===== src/rtl/gemm_pkg.sv =====
// gemm_pkg: shared FSM encoding, beat geometry and element/beat types for the GEMV sequencer.
package gemm_pkg;
  localparam int N_DEF = 8;
  localparam int WIDTH_DEF = 16;
  localparam int NUM_MACS_DEF = 2;
  localparam int E = N_DEF * NUM_MACS_DEF;
  localparam int TIMEOUT_CYCLES = 1024;
  typedef enum logic [2:0] {IDLE, PREFETCH, STREAM, WAIT_DONE, OUTPUT} state_t;
  typedef logic signed [WIDTH_DEF-1:0] elem_t;
  typedef elem_t [E-1:0] beat_t;
endpackage


===== src/rtl/gemv_beat_mask.sv =====
// gemv_beat_mask: element enables for one beat; element e is live while e < remaining element count.
module gemv_beat_mask
  import gemm_pkg::*;
#(
  parameter int BE = E,
  parameter int CNT_W = 16
) (
  input  logic [CNT_W-1:0] i_rem,
  output logic [BE-1:0]    o_mask
);
  for (genvar e = 0; e < BE; e++) begin : g_lane
    assign o_mask[e] = i_rem > CNT_W'(e);
  end
endmodule


===== src/rtl/gemv_mac_sequencer.sv =====
// gemv_mac_sequencer: fetches GEMV operand beats and streams them into vec_mac, one start per dot.
// Optional MAC_TIMEOUT_EN: abort the job and set sticky err if vec_mac never signals done.
module gemv_mac_sequencer
  import gemm_pkg::*;
#(
  parameter int N = N_DEF,
  parameter int WIDTH = WIDTH_DEF,
  parameter int NUM_MACS = NUM_MACS_DEF,
  parameter int ADDR_W = 10,
  parameter int CNT_W = 16
) (
  input  logic                       clk,
  input  logic                       rst,
  input  logic                       cmd_valid,
  output logic                       cmd_ready,
  input  logic [CNT_W-1:0]           cmd_num_dots,
  input  logic [CNT_W-1:0]           cmd_row_size,
  input  logic [ADDR_W-1:0]          cmd_base_a,
  input  logic [ADDR_W-1:0]          cmd_base_b,
  output logic                       rd_en,
  output logic [ADDR_W-1:0]          rd_addr_a,
  output logic [ADDR_W-1:0]          rd_addr_b,
  input  logic [NUM_MACS*N*WIDTH-1:0] rd_data_a,
  input  logic [NUM_MACS*N*WIDTH-1:0] rd_data_b,
  output logic                       mac_start,
  output logic [CNT_W-1:0]           mac_row_size,
  output logic [NUM_MACS*N*WIDTH-1:0] mac_vec_a,
  output logic [NUM_MACS*N*WIDTH-1:0] mac_vec_b,
  input  logic [2*WIDTH-1:0]         mac_result,
  input  logic                       mac_done,
  output logic                       res_valid,
  output logic [2*WIDTH-1:0]         res_data,
  input  logic                       res_ready,
  output logic                       busy,
  output logic                       err
);
  localparam int BE = N * NUM_MACS;
  state_t r_state, w_next;
  logic [CNT_W-1:0] r_dots, r_row, r_beats, r_j;
  logic [ADDR_W-1:0] r_row_a, r_base_b;
  logic [2*WIDTH-1:0] r_res;
  logic [CNT_W:0] w_sum;
  logic [CNT_W-1:0] w_beats, w_rd_j, w_rem;
  logic [BE-1:0] w_mask;
  logic w_timeout, w_last_beat;
  assign w_sum = {1'b0, cmd_row_size} + (CNT_W+1)'(BE - 1);
  assign w_beats = CNT_W'(w_sum / (CNT_W+1)'(BE));
  assign w_last_beat = r_j == r_beats - CNT_W'(1);
  assign w_rd_j = r_state == PREFETCH ? '0 : r_j + CNT_W'(1);
  assign w_rem = r_row - r_j * CNT_W'(BE);
  assign mac_row_size = r_row;
  assign res_data = r_res;
  gemv_beat_mask #(.BE(BE), .CNT_W(CNT_W)) u_mask (
    .i_rem (w_rem),
    .o_mask(w_mask)
  );
  // rd_data is the memory's registered output, so the beat read last cycle is presented now
  for (genvar e = 0; e < BE; e++) begin : g_vec
    assign mac_vec_a[e*WIDTH +: WIDTH] = (r_state == STREAM && w_mask[e]) ? rd_data_a[e*WIDTH +: WIDTH] : '0;
    assign mac_vec_b[e*WIDTH +: WIDTH] = (r_state == STREAM && w_mask[e]) ? rd_data_b[e*WIDTH +: WIDTH] : '0;
  end
  always_ff @(posedge clk or posedge rst) begin
    if (rst) r_state <= IDLE;
    else r_state <= w_next;
  end
  always_comb begin
    w_next = r_state;
    case (r_state)
      IDLE:      if (cmd_valid && cmd_num_dots != '0) w_next = cmd_row_size == '0 ? OUTPUT : PREFETCH;
      PREFETCH:  w_next = STREAM;
      STREAM:    if (w_last_beat) w_next = WAIT_DONE;
      WAIT_DONE: w_next = mac_done ? OUTPUT : w_timeout ? IDLE : WAIT_DONE;
      OUTPUT:    if (res_ready) w_next = r_dots == CNT_W'(1) ? IDLE : r_row == '0 ? OUTPUT : PREFETCH;
      default:   w_next = IDLE;
    endcase
  end
  always_comb begin
    cmd_ready = r_state == IDLE;
    busy = r_state != IDLE;
    res_valid = r_state == OUTPUT;
    mac_start = r_state == STREAM && r_j == '0;
    rd_en = r_state == PREFETCH || (r_state == STREAM && r_j + CNT_W'(1) < r_beats);
    rd_addr_a = rd_en ? r_row_a + ADDR_W'(w_rd_j) : '0;
    rd_addr_b = rd_en ? r_base_b + ADDR_W'(w_rd_j) : '0;
  end
  always_ff @(posedge clk or posedge rst) begin
    if (rst) begin
      r_dots <= '0;
      r_row <= '0;
      r_beats <= '0;
      r_j <= '0;
      r_row_a <= '0;
      r_base_b <= '0;
      r_res <= '0;
    end else begin
      if (r_state == IDLE && cmd_valid) begin
        r_dots <= cmd_num_dots;
        r_row <= cmd_row_size;
        r_beats <= w_beats;
        r_row_a <= cmd_base_a;
        r_base_b <= cmd_base_b;
      end
      if (r_state == PREFETCH) r_j <= '0;
      if (r_state == STREAM) r_j <= r_j + CNT_W'(1);
      if (r_state == WAIT_DONE && mac_done) r_res <= mac_result;
      else if (r_state == IDLE && w_next == OUTPUT) r_res <= '0;
      if (r_state == OUTPUT && res_ready) begin
        r_dots <= r_dots - CNT_W'(1);
        r_row_a <= r_row_a + ADDR_W'(r_beats);
      end
    end
  end
`ifdef MAC_TIMEOUT_EN
  localparam int TW = $clog2(TIMEOUT_CYCLES);
  logic [TW-1:0] r_to_cnt;
  logic r_err;
  always_ff @(posedge clk or posedge rst) begin
    if (rst) begin
      r_to_cnt <= '0;
      r_err <= 1'b0;
    end else begin
      r_to_cnt <= r_state == WAIT_DONE ? r_to_cnt + TW'(1) : '0;
      if (w_timeout) r_err <= 1'b1;
    end
  end
  assign w_timeout = r_state == WAIT_DONE && !mac_done && r_to_cnt == TW'(TIMEOUT_CYCLES - 1);
  assign err = r_err;
`else
  assign w_timeout = 1'b0;
  assign err = 1'b0;
`endif
endmodule


===== config.mk =====
export PLATFORM = sky130hd
export DESIGN_NAME = gemv_mac_sequencer
export DESIGN_NICKNAME = d
export VERILOG_FILES = /design/src/rtl/gemm_pkg.sv /design/src/rtl/gemv_beat_mask.sv /design/src/rtl/gemv_mac_sequencer.sv
export SDC_FILE = /design/constraint.sdc
export NUM_CORES = 1
export LEC_CHECK = 0
export ABC_CLOCK_PERIOD_IN_PS = 4600
export BUFFER_PORTS_ARGS = -buffer_cell sky130_fd_sc_hd__buf_2
export CAP_MARGIN = 20
export CORE_AREA = 2 2 461 463
export DETAILED_ROUTE_END_ITERATION = 6
export DIE_AREA = 0 0 463 465
export PLACE_DENSITY = 0.33
export SETUP_SLACK_MARGIN = 0.3
export SKIP_LAST_GASP = 1
export SYNTH_ARGS = -nofsm -noshare
export SYNTH_HDL_FRONTEND = slang
export SYNTH_SLANG_ARGS = --single-unit

===== constraint.sdc =====
create_clock -name clk -period 4.6 [get_ports clk]
set_input_delay 0.92 -clock clk [delete_from_list [all_inputs] [get_ports clk]]
set_output_delay 0.92 -clock clk [all_outputs]
set_load 0.03 [all_outputs]

==> reports/summary.log <==
INFO  min_path       timing.hold.worst.class=reg -> reg
INFO  routing        drcViolationCount=0
INFO  routing        detail_route_antenna_nets=0
INFO  sta            rsz_0062_raised_after_global_routing=yes
INFO  clocking       clock_tree.buffer_depth=2
INFO  sta            fin_skew=0.0165ns
INFO  routing        drt_pass1_iterations=7
INFO  global_routing gr-usage-all-layers=0.146
INFO  final_layout   drive_above_1_share=0.456
INFO  die            die-area=215000squm
INFO  yosys          ys_ff_latch=116
INFO  routing        wl_per_cell=27.0um
INFO  global_routing overflow=0
INFO  clocking       cts_num_sinks=116
INFO  yosys          syn_avg_cell_area=6.04squm
INFO  routing        via_count=21300
INFO  clocking       ctsHoldBuffers=0
INFO  status         outcome=finished, violations left
INFO  sta            relSlewSlack=0.266
INFO  place          place_congestion=0.982
INFO  place          place_worst_setup_slack=0.00358ns
INFO  setup_path     worst_ep_required_time=3.68ns
INFO  place          dp_cells=6032
INFO  yosys          synthDistinctLibCells=69
INFO  sta            timing.final.crit_share=1.02
INFO  final_layout   finalNetCount=3963
INFO  global_routing grt_pass1_wl=209mm
INFO  final_layout   finalNonFillerCells=6221
INFO  sta            hold_viol_final=0
INFO  routing        finalWirelength=168mm
INFO  die            fp.dieH=465um
INFO  routing        routed_via_density=3.42
INFO  flow_run       drv.max_cap_violation_count=0
INFO  global_routing number_of_antenna_violations_at_the_first_check_in_global_routing=211
INFO  sta            clock.fmax=213MHz
INFO  sta            layout_setup_ws=-0.101ns
INFO  setup_path     timing_worst_setup_path_type=reg -> out
INFO  setup_path     critical_path_peak_fanout=8
INFO  setup_path     worst_setup_path_start_kind=flop
INFO  die            std_cell_rows=169
INFO  sta            worst_hold_slack=0.488ns
INFO  die            die_width=463um
INFO  die            design.core.area=211000squm
INFO  yosys          synth_area=12700squm
INFO  setup_path     worst_ep_arrival_time=3.78ns
INFO  die            initial_utilization=0.0604
INFO  clocking       cts_tree=built
INFO  pwr            power_density=815nW/um^2
INFO  place          hpwl=145mm
INFO  pwr            max-vdd-ir-drop=377uV
INFO  final_layout   areaGrowthSynthToFinish=101%
INFO  place          port_buffers=1185
INFO  clocking       cts_root_buffer=clkbuf_16
INFO  yosys          synth_fp_nets=2768
INFO  sta            timing.final.crit_period=4.70ns
INFO  sta            finalMaxSlewViolations=0
INFO  global_routing grt_pass1_vias=20200
INFO  yosys          synth.yosys.seq_area_share=0.228
INFO  yosys          synth_edf_count=0
INFO  sta            fin_tns_setup=-9.03ns
INFO  sta            final_setup_violation_count=224
INFO  setup_path     crit_path_capture_type=output port
INFO  clocking       clkSlewWorstSetupHoldPaths=0.06ns
INFO  routing        drtIter0Drc=1643
INFO  clocking       worstSkewPairLatency=0.47ns
INFO  pwr            leakage=13.1nW
INFO  sta            max_slew.worst_pin.slew=1.09ns
INFO  clocking       h-tree-depth=4
INFO  global_routing largest_net_degree_at_the_start_of_global_routing=87
INFO  yosys          synthFlopType=dfrtp_1
INFO  yosys          yosys_warnings=0
INFO  yosys          netlist_instances=2107
INFO  die            floorplan.io_pins=1187
INFO  yosys          asyncSetResetFlopFracSynth=1.00
INFO  pwr            post-layout-total-power=0.0208W
INFO  status         failing_checks=setup timing
INFO  clocking       tritoncts.num_buffers=17
-- cells in the mapped netlist (all sizes together) (8+ instances only) --
library cell,n,share of area
a22o,36,0.025
xnor2,48,0.033
a21oi,38,0.015
dfrtp,116,0.23
o31ai,8,0.0047
xor2,20,0.014
nor2b,16,0.0079
nand4,12,0.0059
nand3,34,0.013
buf,81,0.038
nand2,663,0.20
inv,53,0.016
clkbuf,76,0.022
o21ai,68,0.027
ha,56,0.055
nor2,592,0.17
nor4,39,0.034
nor3,20,0.0083
-- metal layers --
| metal | global-route usage | vias up | wire length [um] |
|---|---|---|---|
| met2 | 0.231 | 1256 | 74600 |
| met1 | 0.157 | 10200 | 61200 |
| met4 | 0.0463 | 168 | 6660 |
| met5 | 0.0116 | - | 1090 |
| met3 | 0.0936 | 383 | 24500 |
| li1 | - | 9323 | - |
-- power breakdown --
group / leakage, nW / internal [W] / switching (W) / total [W]
combinational: 11.4 / 0.00512 / 0.0123 / 0.0174
sequential: 1.44 / 0.00145 / 0.000527 / 0.00198
clock: 0.288 / 0.000833 / 0.000603 / 0.00144
-- state kept, by name, summed over array words and instances, names as in the netlist --
register / flops
r_state: 3
r_base_b: 10
r_dots: 16
r_row_a: 10
res_data: 32
r_beats: 13
mac_row_size: 16
r_j: 16
-- worst max-delay path: stages, from the launching register on --
cell,delay [ns]
dfrtp_1,0.39
buf_6,0.12
inv_2,0.05
ha_2,0.26
nor2b_4,0.14
o221ai_4,0.19
a21oi_2,0.09
or4_1,0.41
a221o_2,0.40
buf_12,0.15
buf_8,0.12
nor4_4,0.27
buf_6,0.17
buf_12,0.13
clkbuf_16,0.17
nor2_1,0.06
buf_4,0.17
-- cell type report --
type,instances,area [sq um]
multi-input combinational,1781,9520
clock buffer,19,453
antenna,85,213
timing repair buffer,1333,8550
inverter,53,201
tap,2821,3530
sequential,116,2910
clock inverter,13,149
fill,25000,185000
-- cells in the final DEF (no fill, tap or decap), types with 16 or more instances in the layout --
master,count
buf_2,1042
nand2_1,661
nor2_1,541
buf_4,173
dfrtp_1,109
diode_2,85
o21ai_0,57
buf_6,53
inv_1,46
ha_1,42
xnor2_1,40
buf_12,40
a22o_1,36
a21oi_1,34
nor2_2,32
nand3_1,30
clkbuf_16,26
nor4_1,21
nor2_4,19
xor2_1,19
nor4_4,16
-- cells by family after synthesis --
family	synth area share
AO/OA/AOI/OAI	0.123
XOR/XNOR	0.0468
adder cells (fa/ha/maj)	0.0614
buffers and inverters	0.0757
flip-flops	0.228
multiplexers	0.00157
other	0.000295
AND/OR/NAND/NOR	0.463
-- timing repair --
action | in CTS | in global routing
resized for setup | 140 | 306
cloned | 14 | 10
endpoints found under the setup margin | 533 | 533
pin swaps | 24 | 33
setup buffers | 32 | 15
-- path summary, 6_finish.rpt --
check / start / to / slack (ns) / cells past startpoint
max: r_j[1]$_DFFE_PP0P_ / mac_vec_a[167] / -0.10 / 16
min: r_dots[5]$_DFFE_PP0P_ / r_dots[5]$_DFFE_PP0P_ / 0.49 / 2
max reg2reg: r_state[1]$_DFF_PP0_ / r_row_a[4]$_DFFE_PP0P_ / 1.64 / 8
min reg2reg: r_dots[5]$_DFFE_PP0P_ / r_dots[5]$_DFFE_PP0P_ / 0.49 / 2
max in group asynchronous: rst / r_j[4]$_DFFE_PP0P_ / 3.14 / 3
min in group asynchronous: rst / res_data[28]$_DFFE_PP0P_ / 0.51 / 2
-- per-stage QoR --
step	util	instance area [sq um]
floorplan	-	12700
global placement	0.106	22400
detailed placement	0.106	22400
CTS	0.114	24100
global route	0.121	25400
finish	0.121	25500
(Power assumes the default switching activity.)
